**config.mk**
```make
export PLATFORM = sky130hd
export DESIGN_NAME = ivl_uvm_ovl_fire_monitor
export DESIGN_NICKNAME = d
export VERILOG_FILES = /design/src/rtl/ivl_uvm_ovl_fire_monitor.sv
export SDC_FILE = /design/constraint.sdc
export NUM_CORES = 1
export LEC_CHECK = 0
export BUFFER_PORTS_ARGS = -buffer_cell sky130_fd_sc_hd__clkbuf_2
export CAP_MARGIN = 20
export CORE_MARGIN = 5
export CORE_UTILIZATION = 40
export DETAILED_ROUTE_END_ITERATION = 7
export PLACE_DENSITY = 0.54
export SLEW_MARGIN = 0
export SYNTH_ARGS = -nofsm -noshare
export SYNTH_HDL_FRONTEND = slang
export SYNTH_SLANG_ARGS = --single-unit
```
**constraint.sdc**
```tcl
create_clock -name clock -period 3.17 [get_ports clock]
set_input_delay 0.634 -clock clock [delete_from_list [all_inputs] [get_ports clock]]
set_output_delay 0.634 -clock clock [all_outputs]
set_load 0.02 [all_outputs]
```
**src/rtl/ivl_uvm_ovl_fire_monitor.sv**
```systemverilog
// Monitor for OVL checker fire pulses. It keeps sticky and saturating per-checker counts,
// captures the first failure with a timestamp, and queues each fire event for a consumer.
module ivl_uvm_ovl_fire_monitor #(
    parameter int unsigned NUM_CHK    = 4,
    parameter int unsigned CNT_W      = 8,
    parameter int unsigned TS_W       = 16,
    parameter int unsigned FIFO_DEPTH = 4
) (
    input  logic               clock,
    input  logic               reset,
    input  logic               enable,
    input  logic               clear,
    input  logic [NUM_CHK-1:0] fire_in,
    input  logic [3:0]         cnt_sel,
    output logic [CNT_W-1:0]   fire_cnt,
    output logic [NUM_CHK-1:0] sticky,
    output logic               any_fire,
    output logic               first_valid,
    output logic [NUM_CHK-1:0] first_mask,
    output logic [TS_W-1:0]    first_ts,
    output logic               ev_valid,
    input  logic               ev_ready,
    output logic [NUM_CHK-1:0] ev_mask,
    output logic [TS_W-1:0]    ev_ts,
    output logic               overflow,
    output logic [7:0]         drop_cnt
);

    localparam int unsigned AW = $clog2(FIFO_DEPTH);

    typedef struct packed {
        logic [NUM_CHK-1:0] mask;
        logic [TS_W-1:0]    ts;
    } ev_t;

    logic [TS_W-1:0]    ts_q, ts_d;
    logic [CNT_W-1:0]   cnt_q [NUM_CHK];
    logic [CNT_W-1:0]   cnt_d [NUM_CHK];
    logic [NUM_CHK-1:0] sticky_q, sticky_d;
    logic               first_valid_q, first_valid_d;
    logic [NUM_CHK-1:0] first_mask_q, first_mask_d;
    logic [TS_W-1:0]    first_ts_q, first_ts_d;
    ev_t                mem_q [FIFO_DEPTH];
    ev_t                mem_d [FIFO_DEPTH];
    logic [AW:0]        wr_ptr_q, wr_ptr_d;
    logic [AW:0]        rd_ptr_q, rd_ptr_d;
    logic               overflow_q, overflow_d;
    logic [7:0]         drop_cnt_q, drop_cnt_d;

    logic ev, empty, full, pop, push, drop;

    // Extra pointer MSB separates full (MSBs differ) from empty (pointers equal).
    always_comb begin
        ev    = enable && !clear && (fire_in != '0);
        empty = (wr_ptr_q == rd_ptr_q);
        full  = (wr_ptr_q[AW] != rd_ptr_q[AW]) &&
                (wr_ptr_q[AW-1:0] == rd_ptr_q[AW-1:0]);
        pop   = !empty && ev_ready && !clear;
        push  = ev && (!full || pop);
        drop  = ev && full && !pop;
    end

    always_comb begin
        ts_d          = ts_q + TS_W'(1);
        cnt_d         = cnt_q;
        sticky_d      = sticky_q;
        first_valid_d = first_valid_q;
        first_mask_d  = first_mask_q;
        first_ts_d    = first_ts_q;
        mem_d         = mem_q;
        wr_ptr_d      = wr_ptr_q;
        rd_ptr_d      = rd_ptr_q;
        overflow_d    = overflow_q;
        drop_cnt_d    = drop_cnt_q;

        if (clear) begin
            for (int unsigned i = 0; i < NUM_CHK; i++) begin
                cnt_d[i] = '0;
            end
            sticky_d      = '0;
            first_valid_d = 1'b0;
            first_mask_d  = '0;
            first_ts_d    = '0;
            wr_ptr_d      = '0;
            rd_ptr_d      = '0;
            overflow_d    = 1'b0;
            drop_cnt_d    = '0;
        end else begin
            if (ev) begin
                sticky_d = sticky_q | fire_in;
                for (int unsigned i = 0; i < NUM_CHK; i++) begin
                    if (fire_in[i] && (cnt_q[i] != '1)) begin
                        cnt_d[i] = cnt_q[i] + CNT_W'(1);
                    end
                end
                if (!first_valid_q) begin
                    first_valid_d = 1'b1;
                    first_mask_d  = fire_in;
                    first_ts_d    = ts_q;
                end
            end
            if (pop) begin
                rd_ptr_d = rd_ptr_q + (AW+1)'(1);
            end
            if (push) begin
                mem_d[wr_ptr_q[AW-1:0]] = '{mask: fire_in, ts: ts_q};
                wr_ptr_d = wr_ptr_q + (AW+1)'(1);
            end
            if (drop) begin
                overflow_d = 1'b1;
                if (drop_cnt_q != '1) begin
                    drop_cnt_d = drop_cnt_q + 8'd1;
                end
            end
        end
    end

    always_ff @(posedge clock or negedge reset) begin
        if (!reset) begin
            ts_q          <= '0;
            for (int unsigned i = 0; i < NUM_CHK; i++) begin
                cnt_q[i] <= '0;
            end
            sticky_q      <= '0;
            first_valid_q <= 1'b0;
            first_mask_q  <= '0;
            first_ts_q    <= '0;
            wr_ptr_q      <= '0;
            rd_ptr_q      <= '0;
            overflow_q    <= 1'b0;
            drop_cnt_q    <= '0;
        end else begin
            ts_q          <= ts_d;
            cnt_q         <= cnt_d;
            sticky_q      <= sticky_d;
            first_valid_q <= first_valid_d;
            first_mask_q  <= first_mask_d;
            first_ts_q    <= first_ts_d;
            wr_ptr_q      <= wr_ptr_d;
            rd_ptr_q      <= rd_ptr_d;
            overflow_q    <= overflow_d;
            drop_cnt_q    <= drop_cnt_d;
        end
    end

    // Storage needs no reset: head fields are masked whenever the FIFO is empty.
    always_ff @(posedge clock) begin
        mem_q <= mem_d;
    end

    always_comb begin
        fire_cnt = '0;
        for (int unsigned i = 0; i < NUM_CHK; i++) begin
            if (cnt_sel == 4'(i)) begin
                fire_cnt = cnt_q[i];
            end
        end
    end

    assign sticky      = sticky_q;
    assign any_fire    = |sticky_q;
    assign first_valid = first_valid_q;
    assign first_mask  = first_mask_q;
    assign first_ts    = first_ts_q;
    assign ev_valid    = !empty;
    assign ev_mask     = empty ? '0 : mem_q[rd_ptr_q[AW-1:0]].mask;
    assign ev_ts       = empty ? '0 : mem_q[rd_ptr_q[AW-1:0]].ts;
    assign overflow    = overflow_q;
    assign drop_cnt    = drop_cnt_q;

endmodule

```
==> PnR_summary.wiki, run 1 <==
{| class="wikitable"
! Metric !! Value
|-
| Instance area at placement || 0.00816 mm2
|-
| Worst setup path endpoint || ev_ts[15]
|-
| Routability congestion estimate from global placement || 0.794
|-
| Number of buffer and inverter stages on the critical path || 2
|-
| Largest fanout of any net on the critical path || 12
|-
| Hold WS || 0.210 ns
|-
| Max-slew violation count || 0
|-
| Delay of the slowest critical-path stage || 0.59 ns
|-
| Worst Setup Start Kind || register
|-
| Vertical extent of the die || 147 um
|-
| Largest net degree at the start of global routing || 48
|-
| Worst Setup End Kind || output pin
|-
| Number of DRC markers in iteration 0 || 231
|-
| Via count of the first global-routing pass || 5162
|-
| Worst min-delay path class || primary input to asynchronous set/reset pin
|-
| Starting density of the core || 0.403
|-
| CTS sink cnt || 168
|-
| Setup slack of the worst register-to-register path || 0.75 ns
|-
| Ratio of routed vias to standard cells || 5.37
|-
| Share of the core filled with cells || 0.473
|-
| Critical path's slowest cell || dfrtp_1
|-
| Summed negative setup slack over all endpoints || 0 ns
|-
| Die X-Extent || 147 um
|-
| Cell area after synthesis || 0.00746 mm2
|-
| Most used cells in the layout excluding fill and tap cells || dfrtp_1, edfxtp_1, clkbuf_2, nand2_1, nor2_1
|-
| IO buf count || 76
|-
| Worst reg2reg path endpoint || drop_cnt[5]
|-
| Number of vias in the routed layout || 4850
|-
| Min Clock Period, post-route || 2.84 ns
|-
| Number of instances resized during post-cts repair || 0
|-
| Slew at the pin with the worst max-slew slack || 0.912 ns
|-
| Final antenna-violating net count || 0
|-
| Yosys reg bits || 168
|-
| Highest achievable clock rate || 0.352 GHz
|-
| Final critical-path setup slack || 0.325 ns
|-
| Post-synthesis to final-layout area growth || 17.3%
|-
| Unique masters post-synth || 46
|-
| Arrival time of data at the critical path endpoint || 2.21 ns
|-
| Leakage || 3.51 nW
|-
| Area of all placed cells without fillers || 0.00875 mm2
|-
| Number of antenna violations at the first check in global routing || 0
|-
| Average routed wire per standard cell || 18.8 um
|-
| Standard cell core area || 0.0185 mm2
|-
| Main flop type after synthesis || dfrtp_1
|-
| First-pass GRT wire length || 27.9 mm
|-
| Power density normalized to cell area || 582 mW/mm2
|-
| DRT Wirelength || 17.0 mm
|-
| Rows || 50
|-
| Worst slew slack as a fraction of its limit || 0.386
|-
| # Max-Cap Violations || 0
|-
| Final Hold Viols || 0
|-
| Kind of cell with the highest combined delay on the critical path || flip-flops
|-
| Share of synthesized registers carrying an async set or reset || 0.524
|-
| Number of H-tree branching levels || 4
|-
| Post-layout net count || 680
|-
| Worst Setup Path Type || register to output pin
|-
| Synthesized instance count || 572
|-
| TritonCTS clock tree || built
|-
| Share of final-layout standard cells stronger than drive strength 1 || 0.235
|-
| GRT Util Overall || 0.165
|-
| Syn avg cell area || 13.0 um2
|-
| Die outline area || 0.0215 mm2
|-
| Setup crit start || rd_ptr_q[0]
|-
| Max rail drop VDD || 388 uV
|-
| RR Startpoint || rd_ptr_q[0]
|-
| Setup repair after global routing missed its margin || no
|-
| Number of buffers inserted by post-CTS setup repair || 0
|-
| Share of the synthesized area in the top cell type || 0.322
|-
| Count of flip-flops with a built-in enable after synthesis || 80
|-
| Sequential fraction of the synthesis area || 0.617
|-
| Worst-path cell chain || buf_4 -> mux4_2 -> nor2b_1 -> clkbuf_2
|-
| Number of buffers created by CTS || 17
|-
| Clk root buf || clkbuf_16
|-
| Number of gates on the worst path with buffers counted || 4
|-
| Required time at the endpoint of the critical path || 2.54 ns
|-
| Overall power || 5.10 mW
|-
| Biggest area contributors in the synthesized netlist || edfxtp_1, dfrtp_1, mux4_2
|-
| Clk buf depth || 2
|-
| Synthesis Warnings || 0
|-
| Count of final setup violators || 0
|-
| Commonest non-fill, non-tap cell in the layout || dfrtp_1
|-
| Clock latency on the worst-skew pair || 0.43 ns
|-
| Outcome || finished clean
|-
| Net count of the mapped netlist || 596
|-
| Worst-case reg-to-reg path depth || 4
|-
| Diodes inserted || 0
|-
| Worst setup slack after placement || 0.671 ns
|-
| Clock-pin transition on the worst setup and hold timing paths || 0.07 ns
|-
| Total DRC errors in the routed layout || 0
|-
| Total iterations of the first detailed-routing run || 4
|-
| Cell count after placement || 871
|-
| Skew final || 0.0125 ns
|-
| Count of hold buffers inserted by post-cts repair || 0
|-
| Post-layout instance count excluding filler cells || 903
|-
| Final period utilization || 0.897
|-
| Sum of overflow across all layers after global routing || 0
|-
| Top cell type by total area after synthesis || edfxtp_1
|-
| HPWL Detailed || 11.4 mm
|-
| Ports || 77
|}
## final cells by class
cell class	instances	area, um2
Multi-Input combinational cell	366	2710
Clock inverter	13	144
Clock buffer	19	443
Tap cell	234	293
Fill cell	1668	9770
Inverter	12	45.0
Sequential cell	168	4600
Timing Repair Buffer	91	508
## layer usage
layer / vias up / global-route usage / part of all wire / routed length [um]
met3: 14 / 0.0444 / 0.046 / 788
met1: 2436 / 0.210 / 0.44 / 7550
li1: 2281 / - / - / -
met2: 119 / 0.280 / 0.50 / 8470
met5: - / 0 / 0 / 0
met4: 0 / 0.0447 / 0.010 / 176
## how the worst min path moves through the flow
stage / cells past startpoint / end / slack (ns)
floorplan: 0 / cnt_q[0] / 0.34
global placement: 1 / overflow / 0.48
detailed placement: 1 / overflow / 0.49
CTS: 1 / cnt_q[23] / 0.22
global route: 1 / cnt_q[23] / 0.24
finish: 1 / cnt_q[23] / 0.21
## cell families after synthesis
family          after synthesis  synth area share
compound gates               77            0.0674
xor+xnor                     35            0.0411
fa+ha+maj                    11            0.0184
buf+inv                      38            0.0200
flops                       168             0.617
mux                          37            0.0967
simple gates                206             0.139
## where the power goes
group          total, mW  switching, mW  internal [mW]
logic              0.666          0.406          0.260
clock network       2.07          0.881           1.19
registers           2.36         0.0384           2.32
## Yosys cell counts, types with 8 or more instances
library cell,n
nor2b_1,29
a21oi_1,33
mux2i_1,8
clkbuf_1,19
xor2_1,17
and3_1,12
ha_1,11
dfrtp_1,88
nor2_1,35
nand3_1,23
inv_1,12
edfxtp_1,80
mux4_2,28
nand2_1,62
xnor2_1,18
## registers in the layout, summed over array words and instances, names as in the netlist, 3 cells and up
signal	flops
cnt_q	32
drop_cnt	8
first_mask	4
first_ts	16
mem_q	80
rd_ptr_q	3
sticky	4
ts_q	16
wr_ptr_q	3
No activity file was read; power rests on OpenSTA's default activity.
==> inputs of run 2 (changes only) <==
Clock period 3.17 ns to 3.21 ns, I/O delays scaled along.
==> PnR_summary.wiki, run 2 (same netlist as run 1, synthesis figures left out) <==
{| class="wikitable"
! Metric !! Value
|-
| Outcome || finished clean (unchanged)
|-
| Final period utilization || 0.862
|-
| Setup repair after global routing missed its margin || no (unchanged)
|-
| HPWL Detailed || 11.4 mm (about the same)
|-
| Clk root buf || clkbuf_16 (unchanged)
|-
| Rows || 50 (unchanged)
|-
| Summed negative setup slack over all endpoints || 0 ns (unchanged)
|-
| Switching power share of the total || 0.261 (was 0.260)
|-
| Final critical-path setup slack || 0.443 ns (was 0.325 ns)
|-
| Clock-pin transition on the worst setup and hold timing paths || 0.07 ns (about the same)
|-
| CTS sink cnt || 168 (unchanged)
|-
| Number of buffers inserted by post-CTS setup repair || 0 (unchanged)
|-
| First-pass GRT wire length || 28.2 mm (was 27.9 mm)
|-
| Largest registers || mem_q: 80 flops, cnt_q: 32 flops (unchanged)
|-
| Required time at the endpoint of the critical path || 2.57 ns (was 2.54 ns)
|-
| Diodes inserted || 0 (unchanged)
|-
| Number of H-tree branching levels || 4 (unchanged)
|-
| Number of instances resized during post-cts repair || 0 (unchanged)
|-
| Post-layout net count || 681 (was 680)
|-
| Switching Power || 1.31 mW (was 1.33 mW)
|-
| Worst setup slack after placement || 0.611 ns (was 0.671 ns)
|-
| Average routed wire per standard cell || 19.0 um (was 18.8 um)
|-
| GRT Util Overall || 0.167 (was 0.165)
|-
| Max rail drop VDD || 399 uV (was 388 uV)
|-
| Commonest non-fill, non-tap cell in the layout || dfrtp_1 (unchanged)
|-
| Highest achievable clock rate || 0.361 GHz
|-
| Starting density of the core || 0.403 (unchanged)
|-
| Clock latency on the worst-skew pair || 0.42 ns (was 0.43 ns)
|-
| Worst slew slack as a fraction of its limit || 0.303 (was 0.386)
|-
| TritonCTS clock tree || built (unchanged)
|-
| DRT Wirelength || 17.2 mm (was 17.0 mm)
|-
| Standard cell core area || 0.0185 mm2 (unchanged)
|-
| Worst Setup Path Type || register to output pin (unchanged)
|-
| Count of hold buffers inserted by post-cts repair || 0 (unchanged)
|-
| Die outline area || 0.0215 mm2 (unchanged)
|-
| Final antenna-violating net count || 0 (unchanged)
|-
| Total DRC errors in the routed layout || 0 (unchanged)
|-
| Largest fanout of any net on the critical path || 22 (was 12)
|-
| Largest net degree at the start of global routing || 46 (was 48)
|-
| Slew at the pin with the worst max-slew slack || 1.05 ns (was 0.912 ns)
|-
| Top register by number of flip-flops || mem_q (unchanged)
|-
| Routability congestion estimate from global placement || 0.821 (was 0.794)
|-
| Worst Setup End Kind || output pin (unchanged)
|-
| Arrival time of data at the critical path endpoint || 2.12 ns (was 2.21 ns)
|-
| Vertical extent of the die || 147 um (unchanged)
|-
| Final Hold Viols || 0 (unchanged)
|-
| Largest register FFs || 80 (unchanged)
|-
| Via count of the first global-routing pass || 5158 (was 5162)
|-
| Clock group share of total power || 0.405 (was 0.406)
|-
| Post-synthesis to final-layout area growth || 17.4% (was 17.3%)
|-
| IO buf count || 76 (unchanged)
|-
| Combinational cell fraction of total power || 0.134 (was 0.131)
|-
| Ratio of routed vias to standard cells || 5.40 (was 5.37)
|-
| Total iterations of the first detailed-routing run || 5 (was 4)
|-
| Final-layout fill cell count || 1690 (was 1668)
|-
| Worst min-delay path class || primary input to asynchronous set/reset pin (unchanged)
|-
| Power density normalized to cell area || 576 mW/mm2 (was 582 mW/mm2)
|-
| Ports || 77 (unchanged)
|-
| Sum of overflow across all layers after global routing || 0 (unchanged)
|-
| Most used cells in the layout excluding fill and tap cells || dfrtp_1, edfxtp_1, clkbuf_2, nand2_1, nor2_1 (unchanged)
|-
| Skew final || 0.00769 ns (was 0.0125 ns)
|-
| Min Clock Period, post-route || 2.77 ns
|-
| Number of vias in the routed layout || 4880 (was 4850)
|-
| Clk buf depth || 2 (unchanged)
|-
| Share of final-layout standard cells stronger than drive strength 1 || 0.236 (was 0.235)
|-
| Count of final setup violators || 0 (unchanged)
|-
| Leakage || 3.51 nW (about the same)
|-
| Worst Setup Start Kind || register (unchanged)
|-
| Die X-Extent || 147 um (unchanged)
|-
| Number of DRC markers in iteration 0 || 337 (was 231)
|-
| # Max-Cap Violations || 0 (unchanged)
|-
| Number of buffers created by CTS || 17 (unchanged)
|-
| Number of antenna violations at the first check in global routing || 0 (unchanged)
|-
| Area of the multi-input gates || 0.00271 mm2 (unchanged)
|-
| Max-slew violation count || 0 (unchanged)
|-
| Internal power || 3.73 mW (was 3.77 mW)
|-
| Sequential Power Share || 0.461 (was 0.463)
|-
| Storage cell area || 0.00460 mm2 (unchanged)
|}
==> run 2: cell count changes in the layout (fill, tap and decap cells not counted) <==
cell / change
clkinv_4: +1
buf_4: +1
clkinvlp_4: -1
==> run 2: power by group through the flow <==
stage | clock [mW] | sequential [mW] | combinational [mW]
final | 2.04 | 2.32 | 0.676
after global placement | 0 | 2.36 | 0.687
after detailed placement | 0 | 2.37 | 0.693
after CTS | 2.09 | 2.32 | 0.695
after floorplan | 0 | 2.37 | 0.429
after global routing | 2.18 | 2.33 | 0.743
==> run 2: final timing paths <==
kind	startpoint	endpoint	slack, ns	cells past startpoint
setup / recovery	rd_ptr_q[0]	ev_ts[15]	0.44	4
hold / removal	reset	cnt_q[21]	0.23	1
setup reg to reg	wr_ptr_q[0]	mem_q[24]	0.95	3
hold reg to reg	overflow	overflow	0.50	1
max in group asynchronous	reset	first_ts[2]	2.29	2
min in group clock	overflow	overflow	0.50	1
==> run 2: cell type report <==
| type | instances | area share |
|---|---|---|
| clock buffers | 19 | 0.0506 |
| repair buffers | 92 | 0.0588 |
| inverters | 12 | 0.00514 |
| well taps | 234 | 0.0334 |
| multi-input cells | 366 | 0.310 |
| flip-flops and latches | 168 | 0.526 |
| clock inverters | 13 | 0.0166 |
==> run 2: through the flow <==
| stage | cells | area [um2] | power (mW) | hold slack (ns) | util |
|---|---|---|---|---|---|
| after global routing | 904 | 8760 | 5.25 | 0.290 | 0.473 |
| after detailed placement | 872 | 8170 | 3.06 | 0.491 | 0.441 |
| after global placement | 872 | 8170 | 3.05 | 0.482 | 0.441 |
| final | 904 | 8760 | 5.04 | 0.235 | 0.473 |
| after floorplan | 572 | 7460 | 2.80 | 0.346 | - |
| after CTS | 904 | 8760 | 5.10 | 0.258 | 0.473 |
==> run 2: metal layers <==
metal	wire [um]	up-vias	global-route usage
met1	7560	2431	0.218
met3	849	28	0.0338
met5	0	-	0
li1	-	2282	-
met2	8430	139	0.275
met4	340	0	0.0635
==> run 2: critical path, cell delays in order, from the launching register on <==
cell and delay [ns]:
dfrtp_1 0.37, buf_4 0.43, mux4_2 0.59, nor2b_1 0.15
clkbuf_2 0.16
